==> src/rtl/sprite_move_ctrl.sv <==
// Sprite offset controller: debounced buttons step the sprite once per frame,
// with wrap-around on manual moves and edge-bouncing when auto mode is enabled.
module sprite_move_ctrl #(
  parameter int DEB_CYCLES = 16,
  parameter int STEP_POS   = 2,
  parameter int STEP_NEG   = 1,
  parameter int AUTO_STEP  = 1,
  parameter int RECT_W     = 50,
  parameter int RECT_H     = 50
) (
  input  logic        clk,
  input  logic        rst,
  input  logic        mode,
  input  logic        frame_tick,
  input  logic        move_x_poz,
  input  logic        move_x_neg,
  input  logic        move_y_poz,
  input  logic        move_y_neg,
  input  logic        auto_en,
  output logic [10:0] x_off,
  output logic [10:0] y_off,
  output logic        upd
);

  localparam int CW = $clog2(DEB_CYCLES + 1);

  typedef enum logic [1:0] {
    IDLE  = 2'd0,
    EVAL  = 2'd1,
    APPLY = 2'd2
  } state_t;

  state_t        state_r;
  state_t        state_s;
  logic [3:0]    btn_s;
  logic [3:0]    sync1_r;
  logic [3:0]    sync2_r;
  logic [CW-1:0] cnt_r [4];
  logic [3:0]    press_s;
  logic [3:0]    press_r;
  logic          auto_r;
  logic          mode_r;
  logic          dx_neg_r;
  logic          dy_neg_r;
  logic [10:0]   x_r;
  logic [10:0]   y_r;
  logic          upd_r;
  logic [11:0]   xmax_s;
  logic [11:0]   ymax_s;
  logic [11:0]   xcur_s;
  logic [11:0]   ycur_s;
  logic [12:0]   xnext_s;
  logic [12:0]   ynext_s;

  // One axis step; returns {new direction-negative flag, new offset}.
  function automatic logic [12:0] axis_next(
    input logic [11:0] cur,
    input logic [11:0] lim,
    input logic        poz,
    input logic        neg,
    input logic        au,
    input logic        dneg
  );
    logic [11:0] off;
    logic        d;
    off = cur;
    d   = dneg;
    if (poz) begin
      if (cur + 12'(STEP_POS) > lim) begin
        off = 12'd0;
      end else begin
        off = cur + 12'(STEP_POS);
      end
    end else if (neg) begin
      if (cur < 12'(STEP_NEG)) begin
        off = lim;
      end else begin
        off = cur - 12'(STEP_NEG);
      end
    end else if (au) begin
      if (!dneg) begin
        if (cur + 12'(AUTO_STEP) >= lim) begin
          off = lim;
          d   = 1'b1;
        end else begin
          off = cur + 12'(AUTO_STEP);
        end
      end else begin
        if (cur <= 12'(AUTO_STEP)) begin
          off = 12'd0;
          d   = 1'b0;
        end else begin
          off = cur - 12'(AUTO_STEP);
        end
      end
    end else begin
      off = cur;
      d   = dneg;
    end
    return {d, off};
  endfunction

  assign btn_s = {move_y_neg, move_y_poz, move_x_neg, move_x_poz};

  // Two-flop synchronizers for the raw buttons (idle level is high).
  always_ff @(posedge clk) begin
    if (!rst) begin
      sync1_r <= 4'hF;
      sync2_r <= 4'hF;
    end else begin
      sync1_r <= btn_s;
      sync2_r <= sync1_r;
    end
  end

  // Saturating debounce counters, cleared whenever the level is released.
  always_ff @(posedge clk) begin
    for (int i = 0; i < 4; i++) begin
      if (!rst) begin
        cnt_r[i] <= '0;
      end else if (sync2_r[i]) begin
        cnt_r[i] <= '0;
      end else if (cnt_r[i] != CW'(DEB_CYCLES)) begin
        cnt_r[i] <= cnt_r[i] + CW'(1);
      end else begin
        cnt_r[i] <= cnt_r[i];
      end
    end
  end

  // Press flags.
  always_comb begin
    press_s = 4'd0;
    for (int i = 0; i < 4; i++) begin
      press_s[i] = (cnt_r[i] == CW'(DEB_CYCLES));
    end
  end

  // State register.
  always_ff @(posedge clk) begin
    if (!rst) begin
      state_r <= IDLE;
    end else begin
      state_r <= state_s;
    end
  end

  // Next-state logic; ticks outside IDLE are dropped.
  always_comb begin
    state_s = state_r;
    case (state_r)
      IDLE:    state_s = frame_tick ? EVAL : IDLE;
      EVAL:    state_s = APPLY;
      APPLY:   state_s = IDLE;
      default: state_s = IDLE;
    endcase
  end

  // Mode is only resampled while idle so limits stay stable during an update.
  always_ff @(posedge clk) begin
    if (!rst) begin
      mode_r  <= mode;
      press_r <= 4'd0;
      auto_r  <= 1'b0;
    end else begin
      mode_r  <= (state_r == IDLE) ? mode : mode_r;
      if (state_r == EVAL) begin
        press_r <= press_s;
        auto_r  <= auto_en;
      end else begin
        press_r <= press_r;
        auto_r  <= auto_r;
      end
    end
  end

  // Limits, clamp-to-limit after a mode shrink, then the per-axis move.
  always_comb begin
    xmax_s  = mode_r ? 12'(800 - RECT_W) : 12'(640 - RECT_W);
    ymax_s  = mode_r ? 12'(600 - RECT_H) : 12'(480 - RECT_H);
    xcur_s  = ({1'b0, x_r} > xmax_s) ? xmax_s : {1'b0, x_r};
    ycur_s  = ({1'b0, y_r} > ymax_s) ? ymax_s : {1'b0, y_r};
    xnext_s = axis_next(xcur_s, xmax_s, press_r[0], press_r[1], auto_r, dx_neg_r);
    ynext_s = axis_next(ycur_s, ymax_s, press_r[2], press_r[3], auto_r, dy_neg_r);
  end

  // Offset, direction and update-pulse registers.
  always_ff @(posedge clk) begin
    if (!rst) begin
      x_r      <= 11'd0;
      y_r      <= 11'd0;
      dx_neg_r <= 1'b0;
      dy_neg_r <= 1'b0;
      upd_r    <= 1'b0;
    end else if (state_r == APPLY) begin
      x_r      <= xnext_s[10:0];
      y_r      <= ynext_s[10:0];
      dx_neg_r <= xnext_s[12];
      dy_neg_r <= ynext_s[12];
      upd_r    <= 1'b1;
    end else begin
      x_r      <= x_r;
      y_r      <= y_r;
      dx_neg_r <= dx_neg_r;
      dy_neg_r <= dy_neg_r;
      upd_r    <= 1'b0;
    end
  end

  assign x_off = x_r;
  assign y_off = y_r;
  assign upd   = upd_r;

endmodule

==> config.mk <==
export PLATFORM = sky130hd
export DESIGN_NAME = sprite_move_ctrl
export DESIGN_NICKNAME = d
export VERILOG_FILES = /design/src/rtl/sprite_move_ctrl.sv
export SDC_FILE = /design/constraint.sdc
export NUM_CORES = 1
export LEC_CHECK = 0
export CAP_MARGIN = 10
export CORE_MARGIN = 2
export CORE_UTILIZATION = 55
export CTS_CLUSTER_DIAMETER = 100
export DETAILED_ROUTE_END_ITERATION = 12
export PLACE_DENSITY = 0.74
export SETUP_SLACK_MARGIN = 0.5
export SYNTH_ARGS = -nofsm -noshare
export SYNTH_HDL_FRONTEND = slang
export SYNTH_SLANG_ARGS = --single-unit
==> constraint.sdc <==
create_clock -name clk -period 6.6 [get_ports clk]
set_input_delay 0.66 -clock clk [delete_from_list [all_inputs] [get_ports clk]]
set_output_delay 0.66 -clock clk [all_outputs]
set_load 0.005 [all_outputs]
# Word-level counts from Yosys, hierarchy flattened
# Memories as Yosys holds them, arrays and structs flattened.
# Index checks and enable logic that the tools add are counted.
# word_totals
reg_bits	41
mem_bits_rw	20
out_inout_bits	23
elab_cells	150
n_memories	1
# memory_table
name	depth	word_bits	rd	rd_clocked_by_memory_dff	write_ports	line	source
cnt_r	4	5	4	0	4	38	logic [CW-1:0] cnt_r [4];
# classes
n_addsub	10
n_lt_le_gt_ge	10
n_eq_ne	11
mux	88
n_bitwise	16
n_reduce_logical	3
# ops
cell	count
11-bit 2-to-1 mux	18
5-bit 2-to-1 mux	12
1-bit 2-to-1 mux	55
11-bit by 1-bit adder with 12-bit output (second input constant)	2
11-bit by 2-bit adder with 12-bit output (second input constant)	2
12-bit by 10-bit greater-or-equal comparator with 1-bit output	2
12-bit by 10-bit greater-than comparator with 1-bit output	2
11-bit by 10-bit greater-than comparator with 1-bit output	2
11-bit by 1-bit <= comparator with 1-bit output (second input constant)	2
11-bit by 1-bit < comparator with 1-bit output (second input constant)	2
11-bit by 1-bit subtractor with 11-bit output (second input constant)	2
5-bit by 1-bit adder with 5-bit output (second input constant)	4
5-bit == test (second input constant)	4
5-bit != test (second input constant)	4
1-bit bitwise OR	12
10-bit 2-to-1 mux	1
8-bit 2-to-1 mux	1
4-bit AND reduction	2
1-bit NOT	4
2-bit one-hot mux with 2 select lines	1
2-bit by 1-bit == test with 1-bit output (second input constant)	1
2-bit == test (second input constant)	1
2-bit zero test	1
2-bit by 1-bit != test with 1-bit output (second input constant)	1

# Longest topological paths before layout
# Gate-level depths: netlist of run 1.
# depth
ltp_word	10
depth_mapped	25
depth_no_buf	22

# Worst setup path before layout of run 1
# Ideal clock, no wire load.
# synth_path
path_type	register to register
from	reg mode_r
to	reg y_r[9] (netlist: y_off[9])
setup_ps	134
arrival_time_ps	5177
slack_ps	1289
path_stages_with_launch	23
n_path_buf	3
path_cell_list	edfxtp_1 clkbuf_1 inv_1 ha_1 a211o_1 or2_1 buf_2 o311a_1 nor2_1 inv_1 ha_1 nand3_1 nor4_1 xnor2_1 a21boi_0 ha_1 and3_1 o311a_1 nor3_2 buf_2 mux2_1 o2111ai_1 a21oi_1
# synth_between
elab_chain_len	10
# synth_lines
item	line	source
start, declared	42	logic mode_r;
start signal, assigned	162	mode_r <= mode;
start signal, assigned	166	mode_r <= (state_r == IDLE) ? mode : mode_r;
10-bit 2-to-1 mux (*)	180	ymax_s = mode_r ? 12'(600 - RECT_H) : 12'(480 - RECT_H);
11-bit by 10-bit greater-than comparator with 1-bit output	182	ycur_s = ({1'b0, y_r} > ymax_s) ? ymax_s : {1'b0, y_r};
11-bit 2-to-1 mux	182	
11-bit by 1-bit adder with 12-bit output	86	off = cur + 12'(AUTO_STEP);
12-bit by 10-bit greater-or-equal comparator with 1-bit output	82	if (cur + 12'(AUTO_STEP) >= lim) begin
11-bit 2-to-1 mux	82	
11-bit 2-to-1 mux	81	if (!dneg) begin
11-bit 2-to-1 mux	80	end else if (au) begin
11-bit 2-to-1 mux	74	end else if (neg) begin
11-bit 2-to-1 mux (*)	68	if (poz) begin
end signal, assigned	197	y_r <= ynext_s[10:0];
end signal, assigned	203	y_r <= y_r;
end, declared	46	logic [10:0] y_r;
# Mark *: on every way between the ends. The rest lies on a longest branch, timed or not.
# A chain may end at the register's enable or synchronous reset.

# Final worst setup path of run 1
# layout_path
from	reg mode_r
to	reg x_r[5] (netlist: x_off[5])
# layout_between
elab_chain_len	10
# layout_lines
item	line	source
8-bit 2-to-1 mux (*)	179	xmax_s = mode_r ? 12'(800 - RECT_W) : 12'(640 - RECT_W);
11-bit by 10-bit greater-than comparator with 1-bit output	181	xcur_s = ({1'b0, x_r} > xmax_s) ? xmax_s : {1'b0, x_r};
11-bit 2-to-1 mux	181	
11-bit by 1-bit adder with 12-bit output	86	
12-bit by 10-bit greater-or-equal comparator with 1-bit output	82	
11-bit 2-to-1 mux	82	
11-bit 2-to-1 mux	81	
11-bit 2-to-1 mux	80	
11-bit 2-to-1 mux	74	
11-bit 2-to-1 mux (*)	68	
end signal, assigned	196	x_r <= xnext_s[10:0];
end signal, assigned	202	x_r <= x_r;
end, declared	45	logic [10:0] x_r;
# Marks and branches as above.

==> impl_metrics.env, run 1 <==
export IMPL_status="completed"
export IMPL_rows=37
export IMPL_route_detailed_wl_per_inst_um=20.68
export IMPL_remaining_drc_errors=0
export IMPL_clock_root_buffer="sky130_fd_sc_hd__clkbuf_8"
export IMPL_grt_overflow_total=0
export IMPL_synthesis_area_per_instance_um2=7.636
export IMPL_register_area_mm2=0.001431
export IMPL_worst_setup_hold_path_clk_slew_ns=0.08
export IMPL_setup_viol=0
export IMPL_cts_num_sinks=61
export IMPL_pin_slew_with_the_least_headroom_to_its_limit_ns=0.7174
export IMPL_floorplan_io_pins=32
export IMPL_number_of_diodes=0
export IMPL_ys_seq_area_frac=0.2513
export IMPL_period_share=0.8108
export IMPL_layout_core_utilization=0.6154
export IMPL_synthesis_stage_register_bit_count=61
export IMPL_worst_setup_slack_for_register_to_register_paths_ns=1.25
export IMPL_clock_tree_from_tritoncts="yes"
export IMPL_setup_total_negative_slack_ns=0
export IMPL_fmax_mhz=186.9
export IMPL_cp_cell_sequence="clkinvlp_4 > buf_4 > ha_1 > o21a_1 > nor2_1 > o21ai_2 > nor2_1 > inv_1 > ha_1 > and3_1 > and3_1 > nand2_1 > xnor2_1 > ha_1 > nand4_1 > o41ai_1 > a221oi_1 > a311oi_1 > nor2_1 > a221oi_1 > o22ai_1"
export IMPL_cp_required_ns=6.82
export IMPL_fp_dieH_um=105.8
export IMPL_initial_utilization=0.5593
export IMPL_grt_setup_unrepaired="false"
export IMPL_setup_ws_ns=1.249
export IMPL_antenna_violating_nets_remaining=0
export IMPL_worst_r2r_path_depth=21
export IMPL_placement_setup_worst_slack_ns=1.033
export IMPL_power_static_leakage_uw=0.002431
export IMPL_timing_final_hold_violations=0
export IMPL_grt_antenna_before_repair=0
export IMPL_cts_hold_buffers=0
export IMPL_area_delta_synth_final_pct=10.02
export IMPL_total_cts_buffers=9
export IMPL_final_weighted_congestion_in_routability_driven_placement=1.026
export IMPL_drv_slew=0
export IMPL_finalWorstPathRequiredPeriod_ns=5.351
export IMPL_place_inst=881
export IMPL_reg2reg_to="x_off[5]$_SDFFE_PN0P_"
export IMPL_worst_setup_end_kind="flop"
export IMPL_dr_first_iter_drc_count=538
export IMPL_grt_pass1_wl_um=29440
export IMPL_wirelength_um=18580
export IMPL_dpl_hpwl_um=13650
export IMPL_setup_worst_path_start="mode_r$_DFFE_PP_"
export IMPL_timing_clock_skew_ns=0.01403
export IMPL_critical_path_cell_with_the_highest_stage_delay="sky130_fd_sc_hd__edfxtp_1"
export IMPL_critPathArrivalTime_ns=5.57
export IMPL_place_port_buffers=31
export IMPL_cts_htree_levels=3
export IMPL_netlist_instances=746
export IMPL_avgViaCountPerCell=6.753
export IMPL_fp_coreArea_mm2=0.01018
export IMPL_type_of_the_worst_setup_path="flop to flop"
export IMPL_max_clock_path_buffers=2
export IMPL_vias=6064
export IMPL_die_width_um=105.8
export IMPL_drive_above_1_share=0.06037
export IMPL_synth_distinct_cells=77
export IMPL_finalNetCount=807
export IMPL_crit_end="x_off[5]$_SDFFE_PN0P_"
export IMPL_grt_util_all_layers=0.3312
export IMPL_synthesis_yosys_warnings=0
export IMPL_min_delay_path_class="flop to flop"
export IMPL_largest_net_degree_at_the_start_of_global_routing=38
export IMPL_path_max_fanout=12
export IMPL_syn_area_mm2=0.005697
export IMPL_die_area_mm2=0.01119
export IMPL_ir_worst_vdd_uv=141.9
export IMPL_first_global_vias=5751
export IMPL_cap_viol_max_count=0
export IMPL_asyncSetResetFlopFracSynth=0
export IMPL_worstSkewPairLatency_ns=0.34
export IMPL_synth_flop_cell="sky130_fd_sc_hd__dfxtp_1"
export IMPL_fillerInstances=948
export IMPL_postSynthNetCount=796
export IMPL_drt_pass1_iterations=6
export IMPL_max_slew_margin=0.5211
export IMPL_layoutNonFillerInstCount=898
export IMPL_critical_path_max_stage_delay_ns=0.50
export IMPL_multiInputGateArea_mm2=0.003966
export IMPL_crit_reg2reg_launch="mode_r$_DFFE_PP_"
export IMPL_sort_of_element_at_the_start_of_the_critical_path="flop"
export IMPL_p_total_uw=960.3
export IMPL_synth_edff_count=21
export IMPL_power_per_cell_area_mw_per_mm2=153.2
-- Yosys cell counts (21+ instances only) --
master / instances / share of area
sky130_fd_sc_hd__dfxtp_1: 40 / 0.14
sky130_fd_sc_hd__xnor2_1: 27 / 0.042
sky130_fd_sc_hd__inv_1: 37 / 0.024
sky130_fd_sc_hd__clkbuf_1: 32 / 0.021
sky130_fd_sc_hd__a21oi_1: 44 / 0.039
sky130_fd_sc_hd__edfxtp_1: 21 / 0.11
sky130_fd_sc_hd__o21ai_0: 48 / 0.042
sky130_fd_sc_hd__nand3_1: 30 / 0.026
sky130_fd_sc_hd__nor3_1: 22 / 0.019
sky130_fd_sc_hd__nor2_1: 71 / 0.047
sky130_fd_sc_hd__ha_1: 41 / 0.090
sky130_fd_sc_hd__nand2_1: 79 / 0.052
-- final cells by class --
type                    count  share of cell area
clock inverters             7            0.008185
repair buffers             40             0.06029
flip-flops and latches     61              0.2284
well taps                 136             0.02715
multi-input cells         607              0.6329
inverters                  38             0.02336
clock buffers               9             0.01976
-- worst max-delay path, delay by kind of cell (launching register included) --
kind	cells	cell delay (ns)
AND/OR/NAND/NOR	7	1.64
XOR/XNOR	1	0.10
AO/OA/AOI/OAI	7	1.67
flip-flops	1	0.50
adder cells (fa/ha/maj)	3	0.82
buffers and inverters	3	0.47
-- placed cells by master, fill, tap and decap left out, types with 13 or more instances in the layout --
| cell | count |
|---|---|
| sky130_fd_sc_hd__ha_1 | 41 |
| sky130_fd_sc_hd__nand3_1 | 30 |
| sky130_fd_sc_hd__nand2b_1 | 13 |
| sky130_fd_sc_hd__xnor2_1 | 27 |
| sky130_fd_sc_hd__nor3_1 | 22 |
| sky130_fd_sc_hd__o21ai_0 | 48 |
| sky130_fd_sc_hd__dfxtp_1 | 40 |
| sky130_fd_sc_hd__edfxtp_1 | 21 |
| sky130_fd_sc_hd__xor2_1 | 17 |
| sky130_fd_sc_hd__a21oi_1 | 44 |
| sky130_fd_sc_hd__and3_1 | 18 |
| sky130_fd_sc_hd__nand2_1 | 79 |
| sky130_fd_sc_hd__inv_1 | 36 |
| sky130_fd_sc_hd__clkdlybuf4s50_1 | 31 |
| sky130_fd_sc_hd__nor2_1 | 71 |
-- logic make-up (layout without fill, tap and decap cells) --
group,Yosys count,after routing,share of synthesized area
adders and majority gates,41,41,0.09005
buffers and inverters,78,94,0.05271
xor gates and xnor gates,44,44,0.06765
AOI/OAI and AO/OA,214,214,0.2552
DFF,61,61,0.2513
muxes,12,12,0.02152
and+or+nand+nor,296,296,0.2616
-- through the flow --
stage	area (um^2)	hold WS (ns)
final	6267	0.4116
after global routing	6267	0.4306
after CTS	6255	0.4115
after detailed placement	6080	0.3928
after global placement	6080	0.3916
after floorplan	5697	0.3863
-- state kept, by name, indices dropped and copies added (netlist names), 2 cells and up --
| signal | flops |
|---|---|
| cnt_r | 20 |
| sync2_r | 4 |
| x_off | 11 |
| y_off | 11 |
| state_r | 2 |
| sync1_r | 4 |
| press_r | 4 |
-- worst min-delay path by stage --
stage	from	to	slack, ns	cells after the start
floorplan	sync1_r[0]$_SDFF_PN1_	sync2_r[0]$_SDFF_PN1_	0.39	1
global placement	sync1_r[0]$_SDFF_PN1_	sync2_r[0]$_SDFF_PN1_	0.39	1
detailed placement	sync1_r[1]$_SDFF_PN1_	sync2_r[1]$_SDFF_PN1_	0.39	1
CTS	sync1_r[1]$_SDFF_PN1_	sync2_r[1]$_SDFF_PN1_	0.41	1
global route	sync1_r[1]$_SDFF_PN1_	sync2_r[1]$_SDFF_PN1_	0.43	1
finish	sync1_r[1]$_SDFF_PN1_	sync2_r[1]$_SDFF_PN1_	0.41	1
-- per-layer routing --
layer / vias to the layer above / track usage / wire length [um]
met3: 107 / 0.05380 / 1660
met1: 2792 / 0.4070 / 7171
li1: 2778 / - / -
met4: 0 / 0.2030 / 1156
met2: 387 / 0.5415 / 8587
met5: - / 0 / 0
-- what timing repair did --
action	CTS	global route
setup endpoints to repair	0	1
gates resized for setup	0	2
buffers inserted	0	1
-- power breakdown --
| group | leakage [uW] | internal (uW) | switching (uW) | total, uW |
|---|---|---|---|---|
| clock network | 0.0000856 | 137 | 167 | 304 |
| registers | 0.000582 | 396 | 22.5 | 418 |
| logic | 0.00176 | 92.4 | 145 | 238 |
| total | 0.00243 | 625 | 335 | 960 |
(Power assumes the default switching activity.)
==> run 2: changes to the inputs <==
PLACE_DENSITY = 0.77   (was 0.74)
clock period = 4.3 ns   (was 6.6 ns; I/O delays follow)
==> run 2 against run 1 <==
Critical path type unchanged. Core utilization increased by 20 points. Non-clock buffer count rose by 121. The run now ends with negative setup slack left. Cell count up 13%. Clock skew grew 0.0081 ns. Die area unchanged. Setup slack got worse by 1.5 ns.
==> impl_metrics.env, run 2 (synthesis gave the netlist of run 1 again) <==
export IMPL_min_delay_path_class="flop to flop"
export IMPL_timing_final_hold_violations=0
export IMPL_number_of_diodes=0
export IMPL_setup_ws_ns=-0.2725
export IMPL_final_weighted_congestion_in_routability_driven_placement=1.040
export IMPL_dpl_cell_area_mm2=0.006726
export IMPL_finalWorstPathRequiredPeriod_ns=4.572
export IMPL_setup_total_negative_slack_ns=-1.342
export IMPL_layout_core_utilization=0.8138
export IMPL_fp_coreArea_mm2=0.01018
export IMPL_rows=37
export IMPL_max_clock_path_buffers=2
export IMPL_layout_cells_most_common="sky130_fd_sc_hd__buf_4"
export IMPL_p_total_uw=1822
export IMPL_setup_viol=11
export IMPL_cap_viol_max_count=0
export IMPL_max_ffs_per_register=20
export IMPL_initial_utilization=0.5593
export IMPL_sort_of_element_at_the_start_of_the_critical_path="flop"
export IMPL_ir_worst_vdd_uv=317.2
export IMPL_grt_antenna_before_repair=0
export IMPL_grt_setup_unrepaired="true"
export IMPL_dr_first_iter_drc_count=1001
export IMPL_fmax_mhz=218.7
export IMPL_use_met2=0.6498
export IMPL_grt_pass1_wl_um=34130
export IMPL_floorplan_io_pins=32
export IMPL_avgViaCountPerCell=6.932
export IMPL_status="complete, but fails checks"
export IMPL_die_width_um=105.8
export IMPL_antenna_violating_nets_remaining=0
export IMPL_largest_net_degree_at_the_start_of_global_routing=29
export IMPL_clock_tree_from_tritoncts="yes"
export IMPL_grt_busiest_layer="met2"
export IMPL_worstSkewPairLatency_ns=0.37
export IMPL_route_detailed_wl_per_inst_um=23.61
export IMPL_period_share=1.063
export IMPL_max_flop_register="cnt_r"
export IMPL_fillerInstances=619
export IMPL_wirelength_um=24060
export IMPL_pin_slew_with_the_least_headroom_to_its_limit_ns=0.7678
export IMPL_power_per_cell_area_mw_per_mm2=219.9
export IMPL_worst_setup_end_kind="flop"
export IMPL_total_cts_buffers=9
export IMPL_cts_num_sinks=61
export IMPL_vias=7064
export IMPL_finalNetCount=928
export IMPL_cts_htree_levels=3
export IMPL_met3_demand_to_capacity_share_in_global_routing=0.06803
export IMPL_fp_dieH_um=105.8
export IMPL_globalRouteMet1Util=0.4422
export IMPL_first_global_vias=6666
export IMPL_dpl_hpwl_um=15270
export IMPL_timing_clock_skew_ns=0.02216
export IMPL_remaining_drc_errors=0
export IMPL_grt_util_all_layers=0.3861
export IMPL_power_static_leakage_uw=0.003344
export IMPL_cp_required_ns=4.52
export IMPL_worst_setup_hold_path_clk_slew_ns=0.08
export IMPL_max_slew_margin=0.4842
export IMPL_path_max_fanout=5
export IMPL_placement_setup_worst_slack_ns=-0.08137
export IMPL_die_area_mm2=0.01119
export IMPL_type_of_the_worst_setup_path="flop to flop"
export IMPL_drive_above_1_share=0.3307
export IMPL_drv_slew=0
export IMPL_drt_pass1_iterations=6
export IMPL_grt_overflow_total=0
export IMPL_clock_root_buffer="sky130_fd_sc_hd__clkbuf_8"
export IMPL_area_delta_synth_final_pct=45.49
export IMPL_place_port_buffers=31
export IMPL_layout_cells_most_common_list="sky130_fd_sc_hd__buf_4, sky130_fd_sc_hd__nand2_1, sky130_fd_sc_hd__nor2_1"
export IMPL_critPathArrivalTime_ns=4.80
export IMPL_failed_checks="negative setup slack"
export IMPL_layout_cell_area_non_filler_mm2=0.008288
run 2: cell types whose count changed in the layout (fill, tap and decap cells not counted), moves of 8 or more:
cell	change
sky130_fd_sc_hd__ha_4	+13
sky130_fd_sc_hd__o21ai_0	-9
sky130_fd_sc_hd__nand2_4	+9
sky130_fd_sc_hd__nor2_4	+8
sky130_fd_sc_hd__nor2_1	-10
sky130_fd_sc_hd__buf_6	+16
sky130_fd_sc_hd__buf_4	+103
sky130_fd_sc_hd__a21oi_1	-13
sky130_fd_sc_hd__ha_1	-16
sky130_fd_sc_hd__nand2_1	-15
sky130_fd_sc_hd__a21oi_2	+10
run 2: repair_timing:
item,in CTS,in global routing
hold buffers,0,0
endpoints found under the hold margin,0,0
setup buffers,36,23
endpoints found under the setup margin,22,24
gates resized for setup,71,106
pin swaps,49,71
run 2: metrics by stage:
step,hold WS [ns],cells
after CTS,0.4087,996
after global routing,0.4192,1019
after floorplan,0.3863,746
after detailed placement,0.3930,944
final,0.4082,1019
after global placement,0.3889,944
run 2: worst paths after layout:
kind / startpoint / end / slack [ns] / cells after the start
max: mode_r$_DFFE_PP_ / x_off[6]$_SDFFE_PN0P_ / -0.27 / 23
min: sync1_r[2]$_SDFF_PN1_ / sync2_r[2]$_SDFF_PN1_ / 0.41 / 1
max reg2reg: mode_r$_DFFE_PP_ / x_off[6]$_SDFFE_PN0P_ / -0.27 / 23
min reg2reg: sync1_r[2]$_SDFF_PN1_ / sync2_r[2]$_SDFF_PN1_ / 0.41 / 1
run 2: cell type report:
| class | instances | area (um^2) | share of cell area |
|---|---|---|---|
| well taps | 136 | 170.2 | 0.02053 |
| flip-flops and latches | 61 | 1431 | 0.1727 |
| inverters | 38 | 152.6 | 0.01842 |
| repair buffers | 161 | 1366 | 0.1649 |
| multi-input cells | 607 | 4942 | 0.5963 |
| clock inverters | 6 | 76.32 | 0.009209 |
| clock buffers | 10 | 148.9 | 0.01796 |
run 2: per-layer routing:
metal	part of all wire	wire [um]	vias up
met2	0.46	10960	580
met1	0.35	8318	3226
met5	0	0	-
met4	0.096	2311	0
met3	0.10	2474	238
li1	-	-	3020
run 2: power breakdown:
| group | switching (uW) | internal, uW | total, uW | leakage [uW] |
|---|---|---|---|---|
| Clock | 282 | 313 | 595 | 0.000115 |
| Sequential | 17.0 | 607 | 624 | 0.000582 |
| Combinational | 342 | 260 | 603 | 0.00265 |
| Total | 641 | 1180 | 1820 | 0.00334 |
run 2: worst max-delay path, stage by stage, from the launching register on:
cell	delay, ns
sky130_fd_sc_hd__edfxtp_1	0.40
sky130_fd_sc_hd__buf_6	0.14
sky130_fd_sc_hd__inv_8	0.03
sky130_fd_sc_hd__buf_4	0.12
sky130_fd_sc_hd__buf_6	0.11
sky130_fd_sc_hd__buf_6	0.12
sky130_fd_sc_hd__ha_4	0.28
sky130_fd_sc_hd__nand2_4	0.06
sky130_fd_sc_hd__o21ai_4	0.28
sky130_fd_sc_hd__nor2_4	0.06
sky130_fd_sc_hd__inv_2	0.09
sky130_fd_sc_hd__ha_4	0.14
sky130_fd_sc_hd__and3_4	0.21
sky130_fd_sc_hd__nand2_1	0.11
sky130_fd_sc_hd__xnor2_2	0.19
sky130_fd_sc_hd__ha_1	0.37
sky130_fd_sc_hd__nand2_1	0.07
sky130_fd_sc_hd__o21ai_0	0.52
sky130_fd_sc_hd__a221oi_2	0.18
sky130_fd_sc_hd__a311oi_2	0.34
sky130_fd_sc_hd__nor2_2	0.13
sky130_fd_sc_hd__buf_6	0.17
sky130_fd_sc_hd__a32oi_1	0.19
sky130_fd_sc_hd__o211ai_1	0.14
==> run 3: changes to the inputs <==
TNS_END_PERCENT = 50   (was default)
==> run 3 against run 2 <==
The flow now finishes without violations. Maximum frequency rose by 7.1%. Sequential share of layout area rose by 1.3 points. Clock power decreased by 6.9%. Sequential power is essentially flat. Flip-flop and latch count did not move. Core utilization fell by 5.6 points. Design area shrank 6.9%. Routed wire length shrank 3.5%. Worst hold slack improved by 0.011 ns. Critical endpoint is now y_off[2]$_SDFFE_PN0P_.
==> impl_metrics.env, run 3 (synthesis gave the netlist of run 1 again) <==
export IMPL_critPathArrivalTime_ns=4.54
export IMPL_number_of_diodes=0
export IMPL_timing_final_hold_violations=0
export IMPL_grt_overflow_total=0
export IMPL_fp_dieH_um=105.8
export IMPL_setup_viol=0
export IMPL_grt_antenna_before_repair=0
export IMPL_layout_core_utilization=0.7574
export IMPL_die_width_um=105.8
export IMPL_final_weighted_congestion_in_routability_driven_placement=1.006
export IMPL_fmax_mhz=234.2
export IMPL_finalNetCount=896
export IMPL_remaining_drc_errors=0
export IMPL_total_cts_buffers=9
export IMPL_area_delta_synth_final_pct=35.41
export IMPL_vias=6715
export IMPL_ir_worst_vdd_uv=183.5
export IMPL_dpl_hpwl_um=15940
export IMPL_type_of_the_worst_setup_path="flop to flop"
export IMPL_max_flop_register="cnt_r"
export IMPL_cts_num_sinks=61
export IMPL_wirelength_um=23220
export IMPL_drv_slew=0
export IMPL_drt_pass1_iterations=6
export IMPL_worst_hold_depth=1
export IMPL_cts_htree_levels=3
export IMPL_max_ffs_per_register=20
export IMPL_power_per_cell_area_mw_per_mm2=220.3
export IMPL_sort_of_element_at_the_start_of_the_critical_path="flop"
export IMPL_antenna_violating_nets_remaining=0
export IMPL_layout_cells_most_common_list="sky130_fd_sc_hd__buf_4, sky130_fd_sc_hd__nand2_1, sky130_fd_sc_hd__nor2_1"
export IMPL_timing_clock_skew_ns=0.008581
export IMPL_layoutNonFillerInstCount=987
export IMPL_pin_slew_with_the_least_headroom_to_its_limit_ns=0.7934
export IMPL_grt_setup_unrepaired="true"
export IMPL_cap_viol_max_count=0
export IMPL_clock_tree_from_tritoncts="yes"
export IMPL_max_slew_margin=0.4699
export IMPL_largest_net_degree_at_the_start_of_global_routing=28
export IMPL_power_static_leakage_uw=0.003031
export IMPL_dr_first_iter_drc_count=809
export IMPL_worst_setup_hold_path_clk_slew_ns=0.08
export IMPL_drive_above_1_share=0.2703
export IMPL_placement_setup_worst_slack_ns=-0.07631
export IMPL_fp_coreArea_mm2=0.01018
export IMPL_layout_cells_most_common="sky130_fd_sc_hd__buf_4"
export IMPL_initial_utilization=0.5593
export IMPL_rows=37
export IMPL_place_inst=947
export IMPL_worstSkewPairLatency_ns=0.36
export IMPL_worst_r2r_path_depth=18
export IMPL_setup_worst_path_start="mode_r$_DFFE_PP_"
export IMPL_max_clock_path_buffers=2
export IMPL_finalWorstPathRequiredPeriod_ns=4.270
export IMPL_grt_util_all_layers=0.4028
export IMPL_grt_pass1_wl_um=35090
export IMPL_period_share=0.9931
export IMPL_worst_setup_end_kind="flop"
export IMPL_status="completed"
export IMPL_floorplan_io_pins=32
export IMPL_min_delay_path_class="flop to flop"
export IMPL_place_port_buffers=31
export IMPL_clock_root_buffer="sky130_fd_sc_hd__clkbuf_8"
export IMPL_cts_hold_buffers=0
export IMPL_first_global_vias=6559
export IMPL_hold_start="sync1_r[0]$_SDFF_PN1_"
export IMPL_avgViaCountPerCell=6.803
export IMPL_crit_reg2reg_launch="mode_r$_DFFE_PP_"
export IMPL_cp_required_ns=4.57
export IMPL_path_max_fanout=5
export IMPL_setup_ws_ns=0.02950
export IMPL_route_detailed_wl_per_inst_um=23.53
export IMPL_die_area_mm2=0.01119
-- run 3: changes by cell type in the layout (fill, tap and decap cells not counted), sizes merged --
cell,delta
clkbuf,+1
buf,-32
clkinvlp,+2
inv,-2
clkinv,-1
-- run 3: through the flow --
step | instance area, um^2 | hold slack, ns | TNS, ns | total power [uW]
6_report | 7714 | 0.4191 | 0 | 1699
5_1_grt | 7714 | 0.4448 | -0.3173 | 1754
3_5_place_dp | 6683 | 0.4010 | -0.1689 | 1060
2_1_floorplan | 5831 | 0.3863 | -0.8901 | 905.1
3_3_place_gp | 6683 | 0.3880 | -0.4251 | 1058
4_1_cts | 7249 | 0.4161 | 0 | 1627
-- run 3: final timing paths --
| check | end | slack (ns) |
|---|---|---|
| worst max-delay path | y_off[2]$_SDFFE_PN0P_ | 0.03 |
| worst min register to register | sync2_r[0]$_SDFF_PN1_ | 0.42 |
| worst max register to register | y_off[2]$_SDFFE_PN0P_ | 0.03 |
| worst min-delay path | sync2_r[0]$_SDFF_PN1_ | 0.42 |
-- run 3: timing repair --
item                                    4_1_cts  5_1_grt
gates cloned                                  0        1
endpoints found under the setup margin       21       23
pin swaps                                    34       51
setup buffers                                14        9
resized for setup                            53       75
-- run 3: report_power, final --
| part | internal, uW | leakage (uW) | switching [uW] |
|---|---|---|---|
| Clock | 285 | 0.0000959 | 269 |
| Sequential | 607 | 0.000582 | 14.1 |
| Combinational | 216 | 0.00235 | 308 |
| Total | 1110 | 0.00303 | 591 |
-- run 3: area by class of cell --
class | instances | area [um^2]
Clock buffer | 11 | 141.4
Clock inverter | 5 | 58.81
Fill cell | 724 | 2471
Inverter | 38 | 150.1
Multi-Input combinational cell | 607 | 4662
Sequential cell | 61 | 1431
Tap cell | 136 | 170.2
Timing Repair Buffer | 129 | 1100
-- run 3: critical path: stages, from the launching register on --
cell                       delay (ns)
sky130_fd_sc_hd__edfxtp_1        0.38
sky130_fd_sc_hd__buf_6           0.16
sky130_fd_sc_hd__ha_1            0.29
sky130_fd_sc_hd__and4b_2         0.27
sky130_fd_sc_hd__and2_4          0.19
sky130_fd_sc_hd__o311a_4         0.39
sky130_fd_sc_hd__nor2_4          0.10
sky130_fd_sc_hd__inv_2           0.07
sky130_fd_sc_hd__ha_4            0.17
sky130_fd_sc_hd__and3_1          0.22
sky130_fd_sc_hd__a211o_1         0.28
sky130_fd_sc_hd__a21oi_1         0.46
sky130_fd_sc_hd__buf_4           0.26
sky130_fd_sc_hd__nor2_1          0.08
sky130_fd_sc_hd__a31oi_4         0.20
sky130_fd_sc_hd__a21oi_4         0.11
sky130_fd_sc_hd__nor2_4          0.20
sky130_fd_sc_hd__a31oi_2         0.14
sky130_fd_sc_hd__o21ai_1         0.20
-- run 3: per-layer routing --
| metal | global-route usage | wire, um | up-vias |
|---|---|---|---|
| met3 | 0.06865 | 2030 | 172 |
| met1 | 0.4650 | 8431 | 3130 |
| met4 | 0.2885 | 2042 | 0 |
| met5 | 0 | 0 | - |
| li1 | - | - | 2946 |
| met2 | 0.6724 | 10720 | 467 |
